--- src/rtl/lava_round_sequencer.sv ---
// lava_round_sequencer: round-level scheduler for the lava hazard.
// Tracks round phase, drives wall freeze and speed boosts, and emits a
// one-clk round_clear on restart.
// Optional feature: define LAVA_PAUSE_EN to add the pause_btn port and the
// PAUSE phase (4). Without it, phase 4 is unreachable.
module lava_round_sequencer #(
  parameter int unsigned BOOST_STEP    = 10,
  parameter int unsigned MAX_BOOSTS    = 7,
  parameter int unsigned RESTART_TICKS = 90
) (
  input  logic        clk,
  input  logic        rst,
  input  logic        game_tick,
  input  logic        any_input_level,
  input  logic        hit_lava_wall,
  input  logic        goal_reached,
  input  logic        score_inc,
`ifdef LAVA_PAUSE_EN
  input  logic        pause_btn,
`endif
  output logic [2:0]  phase,
  output logic        freeze,
  output logic        speed_boost_pulse,
  output logic        round_clear,
  output logic [15:0] score,
  output logic [2:0]  boost_level
);

  typedef enum logic [2:0] {
    PH_IDLE  = 3'd0,
    PH_RUN   = 3'd1,
    PH_WIN   = 3'd2,
    PH_OVER  = 3'd3,
    PH_PAUSE = 3'd4
  } phase_t;

  localparam logic [7:0] STEP_L = 8'(BOOST_STEP);
  localparam logic [2:0] MAX_L  = 3'(MAX_BOOSTS);
  localparam logic [7:0] HOLD_L = 8'(RESTART_TICKS);

  phase_t     state, state_nxt;
  logic [7:0] step_cnt;
  logic [1:0] pend, pend_nxt;
  logic [7:0] hold_cnt;

  logic in_run, in_end, score_ok, step_done, boost_fire, restart, pause_edge;

  assign in_run   = (state == PH_RUN);
  assign in_end   = (state == PH_WIN) || (state == PH_OVER);
  assign score_ok = score_inc && in_run;
  // step completes on the increment that would make step_cnt equal BOOST_STEP
  assign step_done = score_ok && (step_cnt == STEP_L - 8'd1);

  // boost strobe is combinational from registered state so the wall
  // controller samples it on the same tick
  assign boost_fire = game_tick && in_run && (pend != 2'd0) && (boost_level < MAX_L);
  assign speed_boost_pulse = boost_fire;

  assign restart = game_tick && in_end && (hold_cnt == HOLD_L) && any_input_level;

  assign phase = state;

`ifdef LAVA_PAUSE_EN
  logic pause_q;

  // remember the tick-sampled pause button for edge detection
  always_ff @(posedge clk) begin
    if (rst) pause_q <= 1'b0;
    else if (game_tick) pause_q <= pause_btn;
  end

  assign pause_edge = game_tick && pause_btn && !pause_q;
`else
  assign pause_edge = 1'b0;
`endif

  // pending-boost bookkeeping: a step completing on a boost cycle nets out
  always_comb begin
    pend_nxt = pend;
    unique case ({step_done, boost_fire})
      2'b10:   pend_nxt = (pend == 2'd3) ? 2'd3 : pend + 2'd1;
      2'b01:   pend_nxt = pend - 2'd1;
      default: pend_nxt = pend;
    endcase
  end

  // phase transitions, evaluated only on tick cycles; collision beats goal
  always_comb begin
    state_nxt = state;
    if (game_tick) begin
      unique case (state)
        PH_IDLE:  if (any_input_level) state_nxt = PH_RUN;
        PH_RUN: begin
          if (hit_lava_wall)     state_nxt = PH_OVER;
          else if (goal_reached) state_nxt = PH_WIN;
          else if (pause_edge)   state_nxt = PH_PAUSE;
        end
        PH_PAUSE: if (pause_edge) state_nxt = PH_RUN;
        PH_WIN, PH_OVER: if (restart) state_nxt = PH_IDLE;
        default:  state_nxt = PH_IDLE;
      endcase
    end
  end

  // phase register with registered freeze and round_clear
  always_ff @(posedge clk) begin
    if (rst) begin
      state       <= PH_IDLE;
      freeze      <= 1'b0;
      round_clear <= 1'b0;
    end else begin
      state       <= state_nxt;
      freeze      <= (state_nxt == PH_WIN) || (state_nxt == PH_OVER) ||
                     (state_nxt == PH_PAUSE);
      round_clear <= restart;
    end
  end

  // score, step and boost counters; all cleared by a restart
  always_ff @(posedge clk) begin
    if (rst) begin
      score       <= 16'd0;
      step_cnt    <= 8'd0;
      pend        <= 2'd0;
      boost_level <= 3'd0;
    end else if (restart) begin
      score       <= 16'd0;
      step_cnt    <= 8'd0;
      pend        <= 2'd0;
      boost_level <= 3'd0;
    end else begin
      if (score_ok) begin
        if (score != 16'hFFFF) score <= score + 16'd1;
        step_cnt <= step_done ? 8'd0 : step_cnt + 8'd1;
      end
      pend <= pend_nxt;
      if (boost_fire) boost_level <= boost_level + 3'd1;
    end
  end

  // hold counter: ticks spent in WIN/OVER, saturating at the restart threshold
  always_ff @(posedge clk) begin
    if (rst || restart) hold_cnt <= 8'd0;
    else if (game_tick && in_end && (hold_cnt != HOLD_L)) hold_cnt <= hold_cnt + 8'd1;
  end

endmodule

--- config.mk ---
export PLATFORM = sky130hd
export DESIGN_NAME = lava_round_sequencer
export DESIGN_NICKNAME = d
export VERILOG_FILES = /design/src/rtl/lava_round_sequencer.sv
export SDC_FILE = /design/constraint.sdc
export NUM_CORES = 1
export LEC_CHECK = 0
export BUFFER_PORTS_ARGS = -buffer_cell sky130_fd_sc_hd__buf_2
export CAP_MARGIN = 40
export CORE_MARGIN = 2
export CORE_UTILIZATION = 51
export DETAILED_ROUTE_END_ITERATION = 6
export HOLD_SLACK_MARGIN = 0.03
export PLACE_DENSITY = 0.71
export SYNTH_ARGS = -nofsm -noshare
export SYNTH_HDL_FRONTEND = slang
export SYNTH_SLANG_ARGS = --single-unit
--- constraint.sdc ---
create_clock -name clk -period 1.8 [get_ports clk]
set_input_delay 0.45 -clock clk [delete_from_list [all_inputs] [get_ports clk]]
set_output_delay 0.45 -clock clk [all_outputs]
set_load 0.1 [all_outputs]
* After elaboration in Yosys (flattened, before gate mapping) *
Cells that the tools add are included.

operators by class
  add/sub/neg operators = 6
  magnitude comparators = 1
  equal/unequal tests = 14
  muxes and demuxes = 9
  reductions and logical operators = 19

operators by type and width
  cell                                                 number
  adder 16 x 1 -> 16 bit, second input constant        1
  adder 8 x 1 -> 8 bit, second input constant          2
  != test 16 bit, second input constant                1
  2-to-1 mux 3 bit                                     5
  equality test 3 x 2 -> 1 bit, second input constant  4
  case mux 3 bit (4 select lines)                      1
  logical AND 1 bit                                    9
  equality test 8 x 4 -> 1 bit, second input constant  1
  equality test 8 x 7 -> 1 bit, second input constant  1
  2-to-1 mux 8 bit                                     1
  != test 8 x 7 -> 1 bit, second input constant        1
  equality test 3 bit, second input constant           2
  equality test 2 bit, second input constant           2
  logical OR 1 bit                                     4
  case mux 2 bit (2 select lines)                      1
  nonzero test 2 bit                                   2
  OR reduction 2 bit                                   2
  adder 3 x 1 -> 3 bit, second input constant          1
  equality test 3 x 1 -> 1 bit, second input constant  1
  zero test 3 bit                                      1
  less-than comparator 3 bit, second input constant    1
  adder 2 x 1 -> 2 bit, second input constant          1
  equality test 2 x 1 -> 1 bit, second input constant  1
  2-to-1 mux 2 bit                                     1
  2 further kinds                                      2

storage, ports and cells
  register bits = 42
  output and inout bits = 25
  logic and storage cells = 57

* Longest topological paths before layout *
Gate-level depths: netlist of the first run.

  word-level depth = 11
  mapped depth = 10

* Worst setup path before layout of the first run *
Ideal clock, no wire load.

  path kind = register -> register
  start = reg state[0] (netlist: phase[0])
  end = reg pend[0]
  arrival time = 4.455 ns
  data required time = 1.736 ns
  path slack = -2.719 ns
  cell stages (with the launch flop) = 8
  path buffers = 0
  period minus slack after synthesis = 4.519 ns
  cell sequence = dfxtp_1 nand4bb_1 nor3_1 ha_1 nor2b_1 a211oi_1 a21oi_1 nor2_1

between the ends
  cells in the longest elaborated chain, start to end = 6
  elaborated cells between the ends (all ways) = 17
  those cells by class = eq/ne: 5; mux: 1; reduce/logical: 11

ends and longest elaborated chain
  item                                                                   line  source
  start: declaration                                                     41    phase_t state, state_nxt;
  start signal: assignment                                               112   state <= state_nxt;
  equality test 3 x 1 -> 1 bit (*)                                       48    assign in_run = (state == PH_RUN);
  logical AND 1 bit (*) (3 in series)                                    56    assign boost_fire = game_tick && in_run && (pend != 2'd0) && (boost_level < MAX_L);
  net speed_boost_pulse                                                  23    output logic speed_boost_pulse,
  equality test 2 x 1 -> 1 bit or equality test 2 bit (tied branches)    80    unique case ({step_done, boost_fire})
  case mux 2 bit (2 select lines) or nonzero test 2 bit (tied branches)  --
  end signal: assignment                                                 136   pend <= pend_nxt;
  end: declaration                                                       43    logic [1:0] pend, pend_nxt;

The timed path passes the listed nets; every way through them passes the cells marked *.
A chain may end at the register's enable or synchronous reset.

* Worst setup path in the final report of the first run *
  start = reg state[1] (netlist: phase[1])
  end = out speed_boost_pulse

between the ends
  cells in the longest elaborated chain, start to end = 4

ends and longest elaborated chain
  item                             line
  equality test 3 x 1 -> 1 bit     48
  logical AND 1 bit (3 in series)  56
  end: declaration                 23

Every way passes these cells.

==> flow_summary.toml, run 1 <==
[global_route]
grt_pass1_vias = 1930
antenna_found_initial = 0
globalRouteOverflowTotal = 0
grt_max_degree = 29
grt_pass1_wl_um = 8340
grt_usage_pct = 20.4

[synthesis]
yosys.area.top_type_share_pct = 37.1
synth_edf_count = 0
seq_area_frac_synth_pct = 37.1
ys_types = 52
yosysWarnings = 0
synthCells = 257
ys_top_cells_by_area = "dfxtp_1 (37%), ha_1 (5.5%), nor2_1 (4.1%), a21oi_1 (3.8%), o31ai_1 (3.3%)"
synth_area_um2 = 2260
synth_top_cell_by_area = "dfxtp_1"
synth_area_per_cell_um2 = 8.81
ys_seq_elements = 42
synthFlopType = "dfxtp_1"
synth_nets = 274
synthArstFlopShare_pct = 0

[finish]
drive_above_1_share_pct = 35.4
multi_input_area_um2 = 1400
syn_to_final_growth_pct = 28.4
mostFrequentLayoutCells = "buf_2 (30), nor2_1 (25), buf_4 (23), dfxtp_1 (19)"
register_area_um2 = 912
fillers = 385
nNetsFinal = 324
layout.cells.most_common = "buf_2"
antenna_cells = 0

[routing]
wl_um = 4920
route.detailed.drc = 0
avgViaCountPerCell = 5.80
wire_per_inst_um = 13.7
vias = 2089
drtPass1Iterations = 4
postRouteAntennaNets = 0
drt-initial-drc-count = 68

[critical_path]
arrival_ns = 1.35
crit_chain = "nand4bb_4, nor3_4, buf_12"
startpoint_type = "flop"
worstSetupEndpointType = "primary output"
cp_max_fo = 3
required_ns = 1.35
r2r_end = "score[10]"
reg2reg_slack_ns = 0.08
cp-startpoint = "phase[1]"
reg2reg_depth = 5
critPathSlowestCell = "dfxtp_4"
cp-endpoint = "speed_boost_pulse"
r2r-start = "phase[1]"
path_class = "reg2out"
critPathMaxStageDelay_ns = 0.35

[power_and_ir_drop]
leakage_nw = 1.09
switchingPower_w = 0.000450
ir_drop_mv = 0.358
pwr-share-comb_pct = 9.5
total_power_w = 0.00178
seq_power_share_pct = 51.9
power.share.switching_pct = 25.2
intPower_w = 0.00133
power_density_nw_per_um2 = 614
p_clk_share_pct = 38.6

[clock_network]
clk_pin_slew_ns = 0.07
cts_tree = "done"
ctsLongestPathBuffers = 2
htreeDepth = 2
numCtsBuffers = 5
clock_sinks = 42
cts-root-buf = "clkbuf_8"
clk-insertion-delay-late_ns = 0.30

[sta]
relSlewSlack_pct = 66.8
tightestPinTransition_ns = 0.490
rsz0062_at_grt = "true"
setup_viol = 1
finalCriticalPeriod_ns = 1.80
whs_ns = 0.415
fin_crit_sh_pct = 100
clock_skew_ns = 0.00832
clock.fmax_ghz = 0.555
fin_ws_ns = -0.00277
maxSlewViolCount = 0
finalHoldViolCount = 0

[die]
dieWidth_um = 70.6
fp.dieH_um = 70.6
initial_core_util_pct = 52.3
coreArea_um2 = 4320
fp-row-count = 24
num_io_pins = 32
die-area_um2 = 4990

[placement]
port_buffers = 31
place_congestion = 0.795
dp_hpwl_um = 3410
place_ws_ns = 0.0140

[worst_hold_path]
min_path_type = "in2reg"

[status]
status = "finished, violations left"
violations = "setup timing"

[run]
maxCapViolCount = 0
area by class of cell:
class	instances	area share, %
inverters	11	1.42
flip-flops and latches	42	31.4
clock inverters	1	0.215
multi-input cells	191	48.2
well taps	52	2.24
repair buffers	56	13.2
clock buffers	7	3.36
worst min path at each step:
stage	from	endpoint	slack (ns)	cells after the start
3_3_place_gp	boost_level[2]	boost_level[2]	0.46	2
4_1_cts	rst	phase[2]	0.40	2
2_1_floorplan	pend[1]	pend[1]	0.46	2
6_report	rst	phase[2]	0.41	2
3_5_place_dp	boost_level[2]	boost_level[2]	0.48	2
5_1_grt	rst	phase[1]	0.43	2
metrics by stage:
step                cell area [µm²]  std cells  setup TNS [ns]  utilization, %
finish                         2910        360        -0.00277            67.2
detailed placement             2690        343               0            62.1
floorplan                      2400        257           -2.43               -
global placement               2690        343               0            62.1
CTS                            2850        359         -0.0345            66.0
global route                   2910        360          -0.128            67.2
logic make-up (layout without fill, tap and decap cells):
group	count (synthesis)	in the layout	synth area share [%]
AND/OR/NAND/NOR	111	111	30.0
AO/OA/AOI/OAI	55	55	15.8
flip-flops	42	42	37.1
buffers and inverters	24	75	5.64
XOR/XNOR	13	13	5.03
adder cells (fa/ha/maj)	10	10	5.53
multiplexers	2	2	0.885
metal layers:
metal  GRT usage [%]  routed length, µm  vias to the layer above  share of wire, %
met4            7.55                 61                        0               1.2
met5               0                  0                        -                 0
met3            4.42                125                        5               2.5
met1            24.6               2260                      992                46
met2            35.8               2470                       32                50
li1                -                  -                     1060                 -
cell usage after synthesis (all sizes together), types with 5 or more instances:
| cell | instances |
|---|---|
| dfxtp | 42 |
| nand3 | 10 |
| nor2 | 25 |
| a21oi | 19 |
| and3 | 9 |
| buf | 8 |
| xor2 | 7 |
| nand4 | 8 |
| o21ai | 7 |
| xnor2 | 6 |
| ha | 10 |
| o31ai | 10 |
| a211oi | 5 |
| inv | 11 |
| clkbuf | 5 |
| or3 | 5 |
| nand2 | 11 |
| or4 | 10 |
timing repair:
item | in CTS | in global routing
pin swaps | 2 | 1
hold buffers | 0 | 0
setup buffers | 8 | 1
resized for setup | 3 | 10
setup endpoints to repair | 1 | 18
critical path: cells and delay by family, from the launching register on:
kind | cells | cell delay [ns]
buffers and inverters | 1 | 0.21
AND/OR/NAND/NOR | 2 | 0.49
flip-flops | 1 | 0.35
power by group through the flow:
stage          registers (W)  logic (W)  clock network [W]
3_5_place_dp        0.000952   0.000153                  0
3_3_place_gp        0.000951   0.000152                  0
5_1_grt             0.000929   0.000184           0.000732
2_1_floorplan       0.000992  0.0000706                  0
4_1_cts             0.000927   0.000163           0.000705
6_report            0.000927   0.000170           0.000689
registers in the layout, summed over array words and instances, names as in the netlist:
name / cells
score: 16
hold_cnt: 8
step_cnt: 8
boost_level: 3
phase: 3
pend: 2
freeze: 1
round_clear: 1
(Power assumes the default switching activity.)
==> run 2: changes to the inputs <==
--- a/config.mk
+++ b/config.mk
@@ -6,7 +6,7 @@
 export NUM_CORES = 1
 export LEC_CHECK = 0
 export BUFFER_PORTS_ARGS = -buffer_cell sky130_fd_sc_hd__buf_2
-export CAP_MARGIN = 40
+export CORE_ASPECT_RATIO = 0.5
 export CORE_MARGIN = 2
 export CORE_UTILIZATION = 51
 export DETAILED_ROUTE_END_ITERATION = 6
==> run 2 against run 1 <==
Against the previous run: the flow now finishes without violations; largest cell class unchanged; core utilization is 1.7 points lower; routed wire length hardly changed; register-to-register slack hardly changed; die area is 0.64% higher; cell area is 2.2% lower; first-iteration DRC count is 24% lower; hold slack worse by 0.030 ns; count of clock-buffer cells in the layout is 2 lower.
==> flow_summary.toml, run 2 (synthesis gave the netlist of run 1 again) <==
[status]
status = "finished, final reports clean"

[global_route]
grt_max_degree = 24
globalRouteOverflowTotal = 0
antenna_found_initial = 0
grt_usage_pct = 20.5
grt_pass1_wl_um = 8180
grt_pass1_vias = 1871

[finish]
layout.cells.most_common = "buf_2"
register_area_um2 = 913
multi_input_area_um2 = 1400
syn_to_final_growth_pct = 25.5
top_regs = "score x16, hold_cnt x8, step_cnt x8"
regMostFlops = "score"
mostFrequentLayoutCells = "buf_2 (30), nor2_1 (25), dfxtp_1 (18), a21oi_1 (17), dfxtp_4 (17)"
nNetsFinal = 315
finalNonFillerCells = 356
antenna_cells = 0
fillers = 371
largest_reg_flops = 16
drive_above_1_share_pct = 34.1

[sta]
relSlewSlack_pct = 65.6
fin_crit_sh_pct = 98.8
setup_viol = 0
clock_skew_ns = 0.00645
maxSlewViolCount = 0
rsz0062_at_grt = "true"
clock.fmax_ghz = 0.563
fin_ws_ns = 0.0223
tightestPinTransition_ns = 0.508
finalHoldViolCount = 0
finalCriticalPeriod_ns = 1.78

[placement]
port_buffers = 31
place_congestion = 0.825
place_inst = 343
place_ws_ns = -0.00856
dp_hpwl_um = 3410

[routing]
drt-initial-drc-count = 52
route.detailed.drc = 0
vias = 2036
drtPass1Iterations = 4
postRouteAntennaNets = 0
wire_per_inst_um = 13.8
avgViaCountPerCell = 5.72
wl_um = 4920

[clock_network]
htreeDepth = 2
postCtsHoldBufs = 0
ctsLongestPathBuffers = 2
numCtsBuffers = 5
clk-insertion-delay-late_ns = 0.30
clk_pin_slew_ns = 0.08
cts-root-buf = "clkbuf_8"
cts_tree = "done"
clock_sinks = 42

[critical_path]
reg2reg_slack_ns = 0.08
cp-startpoint = "pend[0]"
r2r-start = "phase[2]"
required_ns = 1.35
path_class = "reg2out"
cp_max_fo = 3
startpoint_type = "flop"
arrival_ns = 1.33
worstSetupEndpointType = "primary output"

[die]
die-area_um2 = 5020
fp-row-count = 17
dieWidth_um = 98.2
num_io_pins = 32
fp.dieH_um = 51.1
coreArea_um2 = 4340
initial_core_util_pct = 52.2

[worst_hold_path]
min_path_type = "in2reg"
worstHoldStart = "rst"

[power_and_ir_drop]
leakage_nw = 1.05
total_power_w = 0.00182
power_density_nw_per_um2 = 641
ir_drop_mv = 0.401

[run]
maxCapViolCount = 0
-- run 2: through the flow --
stage	hold WS [ns]	instance area [µm²]	TNS (ns)	util, %
2_1_floorplan	0.456	2400	-2.43	-
3_3_place_gp	0.461	2640	0	60.9
3_5_place_dp	0.469	2640	-0.00856	60.9
4_1_cts	0.380	2790	-0.0363	64.3
5_1_grt	0.410	2840	-0.0170	65.5
6_report	0.385	2840	0	65.5
-- run 2: per-layer routing --
layer | global-route usage, % | routed length (µm)
met5 | 0 | 0
met4 | 6.85 | 40
met3 | 5.34 | 194
met2 | 37.1 | 2380
met1 | 24.2 | 2310
-- run 2: worst paths after layout --
path / cells past startpoint / endpoint
worst max-delay path: 4 / speed_boost_pulse
worst min-delay path: 2 / phase[2]
worst max register to register: 5 / score[13]
worst min register to register: 2 / boost_level[2]
-- run 2: worst max-delay path, stage by stage (launching register included) --
cell and delay [ns]:
dfxtp_2 0.33, inv_1 0.08, ha_4 0.18, nor3_4 0.23
buf_12 0.21
-- run 2: final cells by class --
type,instances,share of cell area (%)
clock buffer,5,2.42
clock inverter,3,1.41
inverter,11,1.45
multi-input combinational,191,49.4
sequential,42,32.1
tap,57,2.51
timing repair buffer,47,10.7
-- run 2: repair_timing --
item	in CTS	in global routing
gates cloned	0	0
gates resized for setup	4	10
setup buffers	4	1
setup endpoints to repair	5	36
pin swaps	1	1
-- run 2: report_power, final --
part	total [W]	internal, W	switching (W)
logic	0.000152	0.0000504	0.000102
clock network	0.000741	0.000408	0.000333
registers	0.000929	0.000915	0.0000143
==> run 3: changes to the inputs <==
--- a/config.mk
+++ b/config.mk
@@ -7,8 +7,8 @@
 export LEC_CHECK = 0
 export BUFFER_PORTS_ARGS = -buffer_cell sky130_fd_sc_hd__buf_2
 export CORE_ASPECT_RATIO = 0.5
-export CORE_MARGIN = 2
 export CORE_UTILIZATION = 51
+export CTS_CLUSTER_SIZE = 10
 export DETAILED_ROUTE_END_ITERATION = 6
 export HOLD_SLACK_MARGIN = 0.03
 export PLACE_DENSITY = 0.71
==> run 3 against run 2 <==
Against the previous run: final cell count is 0.28% higher; largest power group unchanged; highest routed layer unchanged; first-iteration DRC count is 21% lower; critical path type unchanged; critical path depth is 1 lower; clock skew is 0.0022 ns higher; critical endpoint unchanged.
==> flow_summary.toml, run 3 (synthesis gave the netlist of run 1 again) <==
[routing]
postRouteAntennaNets = 0
wl_um = 4740
vias = 2011
wire_per_inst_um = 13.3
drtPass1Iterations = 4
avgViaCountPerCell = 5.63
drt-initial-drc-count = 41
route.detailed.drc = 0

[critical_path]
critPathSlowestCell = "dfxtp_4"
r2r_end = "pend[1]"
arrival_ns = 1.33
critPathMaxStageDelay_ns = 0.34
required_ns = 1.35
reg2reg_slack_ns = 0.09
worstSetupEndpointType = "primary output"
startpoint_type = "flop"
reg2reg_depth = 9
crit_chain = "nand4bb_4, nor3_4, buf_12"
r2r-start = "step_cnt[1]"
path_class = "reg2out"
cp_max_fo = 3

[clock_network]
htreeDepth = 2
clock_sinks = 42
ctsLongestPathBuffers = 2
clk_pin_slew_ns = 0.07
postCtsHoldBufs = 0
cts-root-buf = "clkbuf_8"
numCtsBuffers = 5
clk-insertion-delay-late_ns = 0.29
cts_tree = "done"

[sta]
finalCriticalPeriod_ns = 1.78
maxSlewViolCount = 0
clock.fmax_ghz = 0.562
tightestPinTransition_ns = 0.517
relSlewSlack_pct = 65.0
setup_viol = 0
clock_skew_ns = 0.00864
finalHoldViolCount = 0
rsz0062_at_grt = "true"
fin_ws_ns = 0.0214
tns_ns = 0
fin_crit_sh_pct = 98.8

[finish]
finalInstanceArea_um2 = 2810
drive_above_1_share_pct = 33.7
nNetsFinal = 319
register_area_um2 = 913
layout.cells.most_common = "buf_2"
syn_to_final_growth_pct = 23.9
multi_input_area_um2 = 1370
mostFrequentLayoutCells = "buf_2 (30), nor2_1 (25), buf_4 (20), dfxtp_1 (18)"
regMostFlops = "score"
antenna_cells = 0
top_regs = "score x16, hold_cnt x8, step_cnt x8"
utilization_pct = 69.0
fillers = 347
largest_reg_flops = 16

[run]
maxCapViolCount = 0

[placement]
dp_hpwl_um = 3420
port_buffers = 31
place_area_um2 = 2660
place_congestion = 0.783
place_ws_ns = 0.0248

[global_route]
grt_usage_pct = 21.7
antenna_found_initial = 0
grt_max_degree = 24
globalRouteOverflowTotal = 0
grt_pass1_wl_um = 8020
grt_pass1_vias = 1835

[worst_hold_path]
min_path_type = "in2reg"
worst_hold_path.num_cells = 2
worstHoldStart = "rst"
hold_path_end = "phase[1]"

[die]
fp.dieH_um = 49.1
coreArea_um2 = 4060
initial_core_util_pct = 55.7
die-area_um2 = 4720
num_io_pins = 32
fp-row-count = 16
dieWidth_um = 96.2

[status]
status = "finished, final reports clean"

[power_and_ir_drop]
ir_drop_mv = 0.412
power_density_nw_per_um2 = 605
leakage_nw = 1.05
run 3: worst max-delay path, delay by kind of cell (launching register included):
family / cells / cell delay [ns]
AND/OR/NAND/NOR: 2 / 0.50
flip-flops: 1 / 0.34
buffers and inverters: 1 / 0.20
run 3: area by class of cell:
type	count	share of cell area [%]
Multi-Input combinational cell	191	48.9
Sequential cell	42	32.6
Timing Repair Buffer	51	11.4
Clock buffer	7	3.08
Tap cell	54	2.41
Inverter	11	1.47
Clock inverter	1	0.178
run 3: timing repair:
action	4_1_cts	5_1_grt
hold endpoints to repair	0	0
cloned	0	0
pin swaps	1	1
setup endpoints to repair	2	15
resized for setup	4	5
buffers inserted	5	0
run 3: power by group:
group	internal [W]	leakage [nW]	switching, W
logic	0.0000498	0.641	0.000105
registers	0.000915	0.356	0.0000115
clock network	0.000310	0.0482	0.000307
total	0.00127	1.05	0.000423
run 3: worst max-delay path by stage:
stage,start,end,cells after the start
after floorplan,phase[2],pend[0],7
after global placement,score_inc,score[15],5
after detailed placement,score_inc,pend[1],7
after CTS,phase[2],speed_boost_pulse,3
after global routing,phase[2],speed_boost_pulse,3
final,phase[2],speed_boost_pulse,3
run 3: per-layer routing:
layer | GRT usage (%) | vias up | routed length, µm
li1 | - | 1044 | -
met2 | 36.5 | 46 | 2240
met3 | 6.07 | 2 | 200
met4 | 4.73 | 0 | 16
met5 | 0 | - | 0
met1 | 27.6 | 919 | 2280
run 3: metrics by stage:
| step | total power, W | cells | hold slack, ns |
|---|---|---|---|
| 4_1_cts | 0.00173 | 357 | 0.398 |
| 2_1_floorplan | 0.00106 | 257 | 0.456 |
| 3_5_place_dp | 0.00110 | 344 | 0.479 |
| 3_3_place_gp | 0.00110 | 344 | 0.462 |
| 6_report | 0.00170 | 357 | 0.408 |
| 5_1_grt | 0.00179 | 357 | 0.413 |
